### config.mk
export PLATFORM = sky130hd
export DESIGN_NAME = status_cond_unit
export DESIGN_NICKNAME = d
export VERILOG_FILES = /design/src/rtl/status_pkg.sv /design/src/rtl/status_cond_unit_cond_eval.sv /design/src/rtl/status_cond_unit.sv
export SDC_FILE = /design/constraint.sdc
export NUM_CORES = 1
export LEC_CHECK = 0
export ABC_AREA = 1
export CAP_MARGIN = 20
export CORE_AREA = 2 2 39 41
export DETAILED_ROUTE_END_ITERATION = 6
export DIE_AREA = 0 0 41 43
export PLACE_DENSITY_LB_ADDON = 0.15
export RECOVER_POWER = 50
export SLEW_MARGIN = 20
export SYNTH_ARGS = -nofsm -noshare
export SYNTH_HDL_FRONTEND = slang
export SYNTH_SLANG_ARGS = --single-unit
### constraint.sdc
create_clock -name clk -period 1.6 [get_ports clk]
set_input_delay 0.24 -clock clk [delete_from_list [all_inputs] [get_ports clk]]
set_output_delay 0.24 -clock clk [all_outputs]
set_load 0.1 [all_outputs]
### src/rtl/status_pkg.sv
// Shared definitions for the status flag / condition unit: flag layout,
// condition encodings and the flag vector type.
package status_pkg;

    localparam int unsigned FLAG_W = 4;
    localparam int unsigned COND_W = 4;

    // Bit positions inside the {N,Z,C,V} flag vector
    localparam int unsigned FLAG_N = 3;
    localparam int unsigned FLAG_Z = 2;
    localparam int unsigned FLAG_C = 1;
    localparam int unsigned FLAG_V = 0;

    typedef logic [FLAG_W-1:0] flags_t;
    typedef logic [COND_W-1:0] cond_t;

    localparam cond_t COND_EQ = 4'd0;
    localparam cond_t COND_NE = 4'd1;
    localparam cond_t COND_CS = 4'd2;
    localparam cond_t COND_CC = 4'd3;
    localparam cond_t COND_MI = 4'd4;
    localparam cond_t COND_PL = 4'd5;
    localparam cond_t COND_VS = 4'd6;
    localparam cond_t COND_VC = 4'd7;
    localparam cond_t COND_HI = 4'd8;
    localparam cond_t COND_LS = 4'd9;
    localparam cond_t COND_GE = 4'd10;
    localparam cond_t COND_LT = 4'd11;
    localparam cond_t COND_GT = 4'd12;
    localparam cond_t COND_LE = 4'd13;
    localparam cond_t COND_AL = 4'd14;
    localparam cond_t COND_NV = 4'd15;

endpackage

### src/rtl/status_cond_unit_cond_eval.sv
// Combinational condition-field evaluator against an {N,Z,C,V} flag vector.
// Stateless so it can be shared with other consumers such as a branch predictor.
module cond_eval
    import status_pkg::*;
(
    input  logic [COND_W-1:0] cond,
    input  logic [FLAG_W-1:0] flags,
    output logic              pass
);

    logic w_n;
    logic w_z;
    logic w_c;
    logic w_v;

    assign w_n = flags[FLAG_N];
    assign w_z = flags[FLAG_Z];
    assign w_c = flags[FLAG_C];
    assign w_v = flags[FLAG_V];

    always_comb begin
        pass = 1'b0;
        unique case (cond)
            COND_EQ: pass = w_z;
            COND_NE: pass = !w_z;
            COND_CS: pass = w_c;
            COND_CC: pass = !w_c;
            COND_MI: pass = w_n;
            COND_PL: pass = !w_n;
            COND_VS: pass = w_v;
            COND_VC: pass = !w_v;
            COND_HI: pass = w_c && !w_z;
            COND_LS: pass = !w_c || w_z;
            COND_GE: pass = (w_n == w_v);
            COND_LT: pass = (w_n != w_v);
            COND_GT: pass = !w_z && (w_n == w_v);
            COND_LE: pass = w_z || (w_n != w_v);
            COND_AL: pass = 1'b1;
            COND_NV: pass = 1'b0;
            default: pass = 1'b0;
        endcase
    end

endmodule

### src/rtl/status_cond_unit.sv
// Status flag register with shadow copy and registered condition check.
// Optional FLAG_BYPASS_EN: evaluate against same-cycle ALU/shadow flags.
module status_cond_unit
    import status_pkg::*;
#(
    parameter flags_t RESET_FLAGS  = 4'b0000,
    parameter flags_t RESET_SHADOW = 4'b0000
) (
    input  logic              clk,
    input  logic              reset_n,
    input  logic              alu_n,
    input  logic              alu_z,
    input  logic              alu_c,
    input  logic              alu_v,
    input  logic              flags_we,
    input  logic              save_en,
    input  logic              restore_en,
    input  logic              cond_valid,
    input  logic [COND_W-1:0] cond,
    output logic              cond_ready,
    output logic              cond_out_valid,
    output logic              cond_true,
    output logic [FLAG_W-1:0] flags
);

    flags_t r_flags;
    flags_t r_shadow;
    logic   r_ready;
    logic   r_out_valid;
    logic   r_cond_true;

    flags_t w_alu_flags;
    flags_t w_eval_flags;
    logic   w_accept;
    logic   w_pass;

    assign w_alu_flags = {alu_n, alu_z, alu_c, alu_v};
    assign w_accept    = cond_valid && r_ready;

`ifdef FLAG_BYPASS_EN
    // Forward the value the flag register is about to take
    assign w_eval_flags = restore_en ? r_shadow
                        : flags_we   ? w_alu_flags
                        : r_flags;
`else
    assign w_eval_flags = r_flags;
`endif

    cond_eval u_cond_eval (
        .cond  (cond),
        .flags (w_eval_flags),
        .pass  (w_pass)
    );

    // Restore beats an ALU write; save always samples the pre-edge flags,
    // which makes save+restore a one-edge swap.
    always_ff @(posedge clk) begin
        if (!reset_n) begin
            r_flags     <= RESET_FLAGS;
            r_shadow    <= RESET_SHADOW;
            r_ready     <= 1'b0;
            r_out_valid <= 1'b0;
            r_cond_true <= 1'b0;
        end else begin
            if (restore_en) begin
                r_flags <= r_shadow;
            end else if (flags_we) begin
                r_flags <= w_alu_flags;
            end
            if (save_en) begin
                r_shadow <= r_flags;
            end
            r_ready     <= 1'b1;
            r_out_valid <= w_accept;
            r_cond_true <= w_accept && w_pass;
        end
    end

    assign cond_ready     = r_ready;
    assign cond_out_valid = r_out_valid;
    assign cond_true      = r_cond_true;
    assign flags          = r_flags;

endmodule

* Word level (Yosys, flattened, before mapping) *
Index checks and enable logic that the tools add are counted.

word-level totals
  bits in registers = 11
  latch bits = 0
  memory bits (writable) = 0
  bits in read-only memories = 0
  word-level logic and storage cells = 38
  memories kept = 0

operators by class
  add/sub/neg operators = 0
  multiply operators = 0
  div/mod/pow operators = 0
  order comparisons = 0
  equal/unequal tests = 17
  shift-type cells = 0
  multiplexer cells = 4
  bitwise gates (word level) = 0
  reductions and logical operators = 12

operators with widths
  kind                number
  $eq 4x4->1 const B  8
  $eq 4x3->1 const B  4
  $pmux 1 s16         1
  $eq 4x2->1 const B  2
  $mux 4              2
  $eq 4x1->1 const B  1
  $logic_and 1x1->1   4
  $logic_not 1->1     4
  $logic_not 4->1     1
  $logic_or 1x1->1    2
  $reduce_bool 2->1   1
  $eq 1x1->1          1
  $mux 1              1
  $ne 1x1->1          1

* Longest topological paths before layout *
Gate-level depths: netlist of the first run.

  depth after elaboration = 4
  depth in mapped cells = 9
  gate-level depth less buffers = 9

* Modules after synthesis *
From an unflattened synthesis of the first run, not the netlist that was laid out.

second synthesis, totals
  cells, all modules = 99
  area, all modules = 611.8 um^2

modules (own cells, without submodules)
  module            instances  cells each  area each (um^2)
  status_cond_unit  1          54          406.6
  cond_eval         1          45          205.2

* Least setup slack after synthesis of the first run *
No wires, ideal clock.

  path kind = register -> register
  from = register r_flags[0], in the netlist flags[0]
  to = register r_cond_true, in the netlist cond_true
  arrival = 1.792 ns
  data required time = 1.486 ns
  setup slack = -0.305 ns
  stages on the path, launching flop included = 9
  path buffers = 0
  period minus slack after synthesis = 1.905 ns
  cell sequence = dfxtp_1 -> inv_1 -> nand2_1 -> o21ai_0 -> or2_1 -> nand3_1 -> nand2_1 -> inv_1 -> a21oi_2

between the ends
  word-level cells in the longest chain between the ends = 4
  elaborated cells on any way between the ends = 7
  classes of those cells = eq/ne: 2; mux: 1; reduce/logical: 4

ends and longest elaborated chain
  element                                                       RTL line                                                            RTL
  start: declaration                                            status_cond_unit.sv:26                                              flags_t r_flags;
  start signal: assignment                                      status_cond_unit.sv:66                                              r_flags <= r_shadow;
  start signal: assignment                                      status_cond_unit.sv:68                                              r_flags <= w_alu_flags;
  $ne 1x1->1 / $eq 1x1->1 (equally long branches)               --
  $logic_or 1x1->1 / $logic_and 1x1->1 (equally long branches)  status_cond_unit_cond_eval.sv:37, status_cond_unit_cond_eval.sv:36
  $pmux 1 s16 (*)                                               status_cond_unit_cond_eval.sv:23                                    unique case (cond)
  $logic_and 1x1->1 (*)                                         status_cond_unit.sv:75                                              r_cond_true <= w_accept && w_pass;
  end signal: assignment                                        status_cond_unit.sv:75
  end: declaration                                              status_cond_unit.sv:30                                              logic r_cond_true;

Mark *: on every way between the ends. The rest lies on a longest branch, timed or not.
A chain may end at the register's enable or synchronous reset.

* Final worst setup path of the first run *
  from = input port cond[1]
  to = register r_cond_true, in the netlist cond_true

between the ends
  word-level cells in the longest chain between the ends = 3
  elaborated cells on any way between the ends = 18
  classes of those cells = eq/ne: 15; mux: 1; reduce/logical: 2

ends and longest elaborated chain
  element                             RTL line                          RTL
  start: declaration                  status_cond_unit.sv:19            input logic [COND_W-1:0] cond,
  $eq 4x4->1 (tied with other cells)  status_cond_unit_cond_eval.sv:23
  $pmux 1 s16 (*)                     status_cond_unit_cond_eval.sv:23
  $logic_and 1x1->1 (*)               status_cond_unit.sv:75

Marked as above.

==> impl_metrics.json, run 1 <==
{
  "status": "complete, no violations",
  "cts_tree": "done",
  "post_cts_buffers": 0,
  "clockRootBuffer": "clkbuf_4",
  "regToRegSetupSlack_ns": 0.42,
  "setup-violations-final": 0,
  "yosysMostFrequentCell": "nand2_1",
  "gr-usage-all-layers_pct": 18.1,
  "whs_path_depth": 1,
  "holdBufCountCts": 0,
  "start_kind": "primary input",
  "final_area_sq_um": 843,
  "clock_latency_ns": 0.27,
  "ys_seq_area_share_pct": 39.4,
  "fp-row-count": 14,
  "viasPerCell": 4.93,
  "nets": 124,
  "drc": 0,
  "cts_sinks": 11,
  "routedWlPerCell_um": 9.93,
  "crit_family": "simple AND/OR/NAND/NOR gates",
  "cap_violations": 0,
  "synth_common_cells": "24 x nand2_1, 12 x nor2_1, 11 x dfxtp_1, 8 x inv_1, 6 x o21ai_0",
  "clk_pin_slew_ns": 0.07,
  "syn_to_final_growth_pct": 50.8,
  "synth_edf_count": 0,
  "gp_congestion": 0.751,
  "grt_pass1_wl_mm": 2.17,
  "period_share_pct": 81.3,
  "slew_violations": 0,
  "dp.cells": 121,
  "htreeDepth": 1,
  "worstHoldStart": "cond_ready",
  "hold_path_end": "cond_out_valid",
  "fin_cells": 125,
  "firstDrtPassIters": 4,
  "die-area_sq_um": 1760,
  "io-pin-count": 21,
  "r2r_end": "cond_true",
  "yosys.area.top_type": "dfxtp_1",
  "r2r-start": "flags[0]",
  "period_minus_slack_ns": 1.30,
  "num_vias": 616,
  "port_buffers": 20,
  "ys_top_cells_by_area": "dfxtp_1 39%, nand2_1 16%, nor2_1 8.1%, o221ai_1 6.3%, o21ai_0 5.4%",
  "grt_antenna_before_repair": 0,
  "grt_pass1_vias": 545,
  "r2r_cells": 8,
  "start_util_pct": 40.4,
  "finalHoldViolations": 0,
  "fin_skew_ns": 0.00172,
  "synth_fp_nets": 98,
  "cpPeakStageDelay_ns": 0.53,
  "crit_path_cell_trace": "clkdlybuf4s50_1 -> nor3_1 -> nand2_1 -> nand2_1 -> nand2_1 -> nand3_2 -> nand2_1 -> a21oi_2",
  "crit_path_end_kind": "flop",
  "cpMaxStageDelayCell": "clkdlybuf4s50_1",
  "wl_mm": 1.24,
  "fmax_mhz": 769,
  "hp-class": "reg -> reg",
  "dpl_cell_area_sq_um": 862,
  "die_h_um": 43,
  "ys_seq_elements": 11,
  "p_leak_nw": 0.386,
  "yosysUniqueCellTypes": 16,
  "syn_avg_cell_area_sq_um": 6.66,
  "async_reset_ff_share_pct": 0,
  "yosys.area.top_type_share_pct": 39.4,
  "worstPathRequired_ns": 1.81,
  "drt_iter0_drc": 13,
  "vdd_drop_max_v": 0.000427,
  "relSlewSlack_pct": 64.0,
  "synthCells": 84,
  "synthFlopType": "dfxtp_1",
  "syn_area_sq_um": 559,
  "preCtsSetupSlack_ns": 0.0103,
  "die_w_um": 41,
  "cts_buffer_depth": 2,
  "p_per_area_nw_per_um2": 869,
  "gr-total-overflow": 0,
  "antenna_left": 0,
  "path_max_fanout": 8,
  "cts_buffers": 3,
  "cp_num_buf_inv": 1,
  "rsz0062_at_grt": "false",
  "grt_max_degree": 11,
  "hpwl_um": 946,
  "yosysWarnings": 0,
  "cts.repair.resized": 0,
  "setup_tns_ns": 0,
  "coreArea_sq_um": 1380,
  "power_mw": 0.733,
  "drive_gt1_share_pct": 17.4,
  "crit_start": "cond[1]",
  "n_antenna_cell": 0,
  "cp_data_arrival_time_ns": 1.51,
  "cpMostUsedCell": "nand2_1",
  "worstSetupPathType": "in -> reg",
  "worstMarginPinSlew_ns": 0.542,
  "setup_ws_ns": 0.299
}
## per-layer routing
metal / up-vias / GRT usage [%] / wire length [um] / part of all wire, %
li1: 329 / - / - / -
met4: 0 / 10.0 / 24 / 1.9
met3: 3 / 5.24 / 78 / 6.3
met1: 266 / 22.8 / 568 / 46
met2: 18 / 26.6 / 569 / 46
met5: - / 0 / 0 / 0
## placed cells by master, fill, tap and decap left out
cell type / synthesis / routed
nand3_2: 1 / 1
clkdlybuf4s50_1: 0 / 12
a21oi_1: 3 / 3
or2_1: 1 / 1
dfxtp_2: 0 / 4
nor2_1: 12 / 12
dlygate4sd3_1: 0 / 1
inv_1: 8 / 8
clkbuf_2: 0 / 3
and3_1: 1 / 1
nor2_2: 1 / 1
dfxtp_1: 11 / 7
buf_12: 0 / 4
clkbuf_1: 0 / 1
inv_2: 1 / 1
a21oi_2: 1 / 1
buf_4: 0 / 1
o21a_1: 1 / 1
nand2_1: 24 / 24
clkbuf_4: 0 / 3
nor3_1: 5 / 5
nand3_1: 4 / 4
o21ai_0: 6 / 6
o221ai_1: 4 / 4
## worst max path at each step
stage	endpoint	slack (ns)	cells after the start
2_1_floorplan	cond_true	0.08	8
3_3_place_gp	cond_true	0.03	8
3_5_place_dp	cond_true	0.01	8
4_1_cts	cond_true	0.28	8
5_1_grt	cond_true	0.20	8
6_report	cond_true	0.30	8
## sequential cells by signal (all words and copies together), names as in the netlist
name / count
cond_true: 1
r_shadow: 4
cond_out_valid: 1
cond_ready: 1
flags: 4
## logic make-up (layout without fill, tap and decap cells)
logic type	after synthesis	in the layout	share of synthesized area [%]
and+or+nand+nor	49	49	37.4
DFF	11	11	39.4
AOI/OAI and AO/OA	15	15	17.2
buffers and inverters	9	34	6.04
## layout make-up
type,instances,area (sq um)
repair buffers,21,233
flip-flops and latches,11,225
well taps,16,20.0
inverters,9,33.8
fillers,135,541
clock buffers,4,26.3
multi-input cells,64,305
## worst register-to-register path: cells and delay by family, from the launching register on
family                 cells  cell delay, ns
flip-flops                 1            0.39
AND/OR/NAND/NOR            4            0.39
buffers and inverters      2            0.16
AO/OA/AOI/OAI              2            0.14
## stage by stage
stage          utilization [%]  hold WS [ns]
6_report                  60.9         0.502
5_1_grt                   60.9         0.521
4_1_cts                   64.2         0.504
3_5_place_dp              62.3         0.492
3_3_place_gp              62.3         0.484
2_1_floorplan                -         0.268
## power by group
group	total, mW	leakage, nW	internal, mW	switching (mW)
clock network	0.191	0.0150	0.0966	0.0947
logic	0.230	0.279	0.0892	0.140
registers	0.312	0.0923	0.293	0.0193
total	0.733	0.386	0.479	0.255
No activity file was read; power rests on OpenSTA's default activity.
==> run 2, diff against run 1 <==
--- a/config.mk
+++ b/config.mk
@@ -7,9 +7,8 @@
 export LEC_CHECK = 0
 export ABC_AREA = 1
 export CAP_MARGIN = 20
-export CORE_AREA = 2 2 39 41
+export CORE_UTILIZATION = 41
 export DETAILED_ROUTE_END_ITERATION = 6
-export DIE_AREA = 0 0 41 43
 export PLACE_DENSITY_LB_ADDON = 0.15
 export RECOVER_POWER = 50
 export SLEW_MARGIN = 20
==> constraint.sdc (replaced) <==
create_clock -name clk -period 1.3 [get_ports clk]
set_input_delay 0.195 -clock clk [delete_from_list [all_inputs] [get_ports clk]]
set_output_delay 0.195 -clock clk [all_outputs]
set_load 0.1 [all_outputs]
==> run 2 against run 1 <==
  * Final area grew 5.3%
  * Sequential cell count did not move
  * Sequential power increased by 23%
  * Die area decreased by 14%
  * Combinational power up 27%
  * Critical path type is now reg -> out
  * Critical endpoint is now cond_true
  * Largest power group unchanged
==> impl_metrics.json, run 2 (synthesized netlist as in run 1, its figures left out) <==
{
  "viasPerCell": 4.98,
  "p_per_area_nw_per_um2": 1020,
  "gr-usage-all-layers_pct": 20.5,
  "relSlewSlack_pct": 68.0,
  "worstSetupPathType": "reg -> out",
  "clock_latency_ns": 0.26,
  "start_util_pct": 47.2,
  "whs_path_depth": 2,
  "nFillCells": 95,
  "regToRegSetupSlack_ns": 0.18,
  "r2r-start": "flags[0]",
  "cts_buffer_depth": 2,
  "worstMarginPinSlew_ns": 0.484,
  "period_share_pct": 89.9,
  "nets": 126,
  "period_minus_slack_ns": 1.17,
  "htreeDepth": 1,
  "fin_skew_ns": 0.000383,
  "crit_path_cell_trace": "buf_2",
  "cap_violations": 0,
  "dpl_cell_area_sq_um": 883,
  "setup_tns_ns": 0,
  "wl_mm": 1.28,
  "drive_gt1_share_pct": 20.7,
  "cts_buffers": 3,
  "gp_congestion": 0.713,
  "layout_common_cells": "24 x nand2_1, 12 x nor2_1, 10 x clkdlybuf4s50_1, 7 x inv_1",
  "worstPathRequired_ns": 1.11,
  "port_buffers": 20,
  "clk_pin_slew_ns": 0.07,
  "routedWlPerCell_um": 10.3,
  "num_vias": 623,
  "gr-total-overflow": 0,
  "io-pin-count": 21,
  "crit_start": "cond_true",
  "cpMaxStageDelayCell": "buf_2",
  "fmax_mhz": 856,
  "final_common_cell": "nand2_1",
  "grt_pass1_vias": 563,
  "p_leak_nw": 0.418,
  "clockRootBuffer": "clkbuf_4",
  "coreArea_sq_um": 1190,
  "start_kind": "flop",
  "rsz0062_at_grt": "false",
  "firstDrtPassIters": 4,
  "cp_data_arrival_time_ns": 0.97,
  "slew_violations": 0,
  "setup_ws_ns": 0.132,
  "post_cts_buffers": 0,
  "status": "complete, no violations",
  "drc": 0,
  "finalHoldViolations": 0,
  "die-area_sq_um": 1520,
  "r2r_end": "cond_true",
  "preCtsSetupSlack_ns": -0.235,
  "cts_sinks": 11,
  "crit_family": "buffers and inverters",
  "final_area_sq_um": 888,
  "die_w_um": 38.9,
  "drt_iter0_drc": 2,
  "hold_path_end": "r_shadow[2]",
  "cts_tree": "done",
  "hp-class": "reg -> reg",
  "grt_max_degree": 9,
  "syn_to_final_growth_pct": 58.8,
  "antenna_left": 0,
  "hpwl_mm": 1.05,
  "r2r_cells": 8,
  "n_antenna_cell": 0,
  "path_max_fanout": 1,
  "setup-violations-final": 0,
  "die_h_um": 38.9,
  "fp-row-count": 12,
  "holdBufCountCts": 0,
  "crit_path_end_kind": "primary output",
  "vdd_drop_max_v": 0.000851,
  "cp_num_buf_inv": 1,
  "cpPeakStageDelay_ns": 0.41,
  "worstHoldStart": "r_shadow[2]",
  "grt_pass1_wl_mm": 2.11,
  "grt_antenna_before_repair": 0
}
==> run 2: cell types whose count changed in the layout (fill, tap and decap cells not counted), sizes merged <==
cell	delta
buf	+3
clkbuf	-1
clkdlybuf4s50	-2
dlymetal6s2s	+2
==> run 2: power by group <==
| group | internal (mW) | leakage [nW] | switching [mW] |
|---|---|---|---|
| Sequential | 0.358 | 0.0932 | 0.0246 |
| Combinational | 0.117 | 0.310 | 0.176 |
| Clock | 0.119 | 0.0150 | 0.107 |
| Total | 0.594 | 0.418 | 0.308 |
==> run 2: worst max-delay path by stage <==
stage	end	depth (start not counted)	slack, ns
after floorplan	cond_true	8	0.03
after CTS	cond_true	8	0.02
after global placement	cond_true	8	-0.19
final	cond_true	1	0.13
after detailed placement	cond_true	8	-0.24
after global routing	r_shadow[3]	4	0.06
==> run 2: final cells by class <==
| type | instances | area [sq um] | area share, % |
|---|---|---|---|
| Timing Repair Buffer | 23 | 267 | 30.0 |
| Clock buffer | 4 | 26.3 | 2.96 |
| Sequential cell | 11 | 234 | 26.3 |
| Multi-Input combinational cell | 64 | 310 | 34.9 |
| Tap cell | 14 | 17.5 | 1.97 |
| Inverter | 9 | 33.8 | 3.80 |
==> run 2: repair_timing <==
| item | 4_1_cts | 5_1_grt |
|---|---|---|
| endpoints found under the hold margin | 0 | 0 |
| resized for setup | 0 | 3 |
| setup endpoints to repair | 0 | 1 |
==> run 2: layer usage <==
metal,global-route usage [%],share of wire [%],wire length (um)
met5,0,0,0
met4,10.3,0.86,11
met3,3.47,3.4,44
met2,34.6,51,659
met1,24.6,44,566
==> run 2: metrics by stage <==
step	cells	power, mW	utilization, %	hold slack (ns)
2_1_floorplan	84	0.558	-	0.223
3_3_place_gp	121	0.690	74.5	0.489
3_5_place_dp	121	0.696	74.5	0.494
4_1_cts	125	0.921	76.7	0.424
5_1_grt	125	0.948	74.9	0.526
6_report	125	0.902	74.9	0.508
==> run 3, diff against run 2 <==
--- a/config.mk
+++ b/config.mk
@@ -11,7 +11,6 @@
 export DETAILED_ROUTE_END_ITERATION = 6
 export PLACE_DENSITY_LB_ADDON = 0.15
 export RECOVER_POWER = 50
-export SLEW_MARGIN = 20
 export SYNTH_ARGS = -nofsm -noshare
 export SYNTH_HDL_FRONTEND = slang
 export SYNTH_SLANG_ARGS = --single-unit
==> results of run 3 <==
Same layout as run 2: the final DEF is identical, and so are final timing and power.
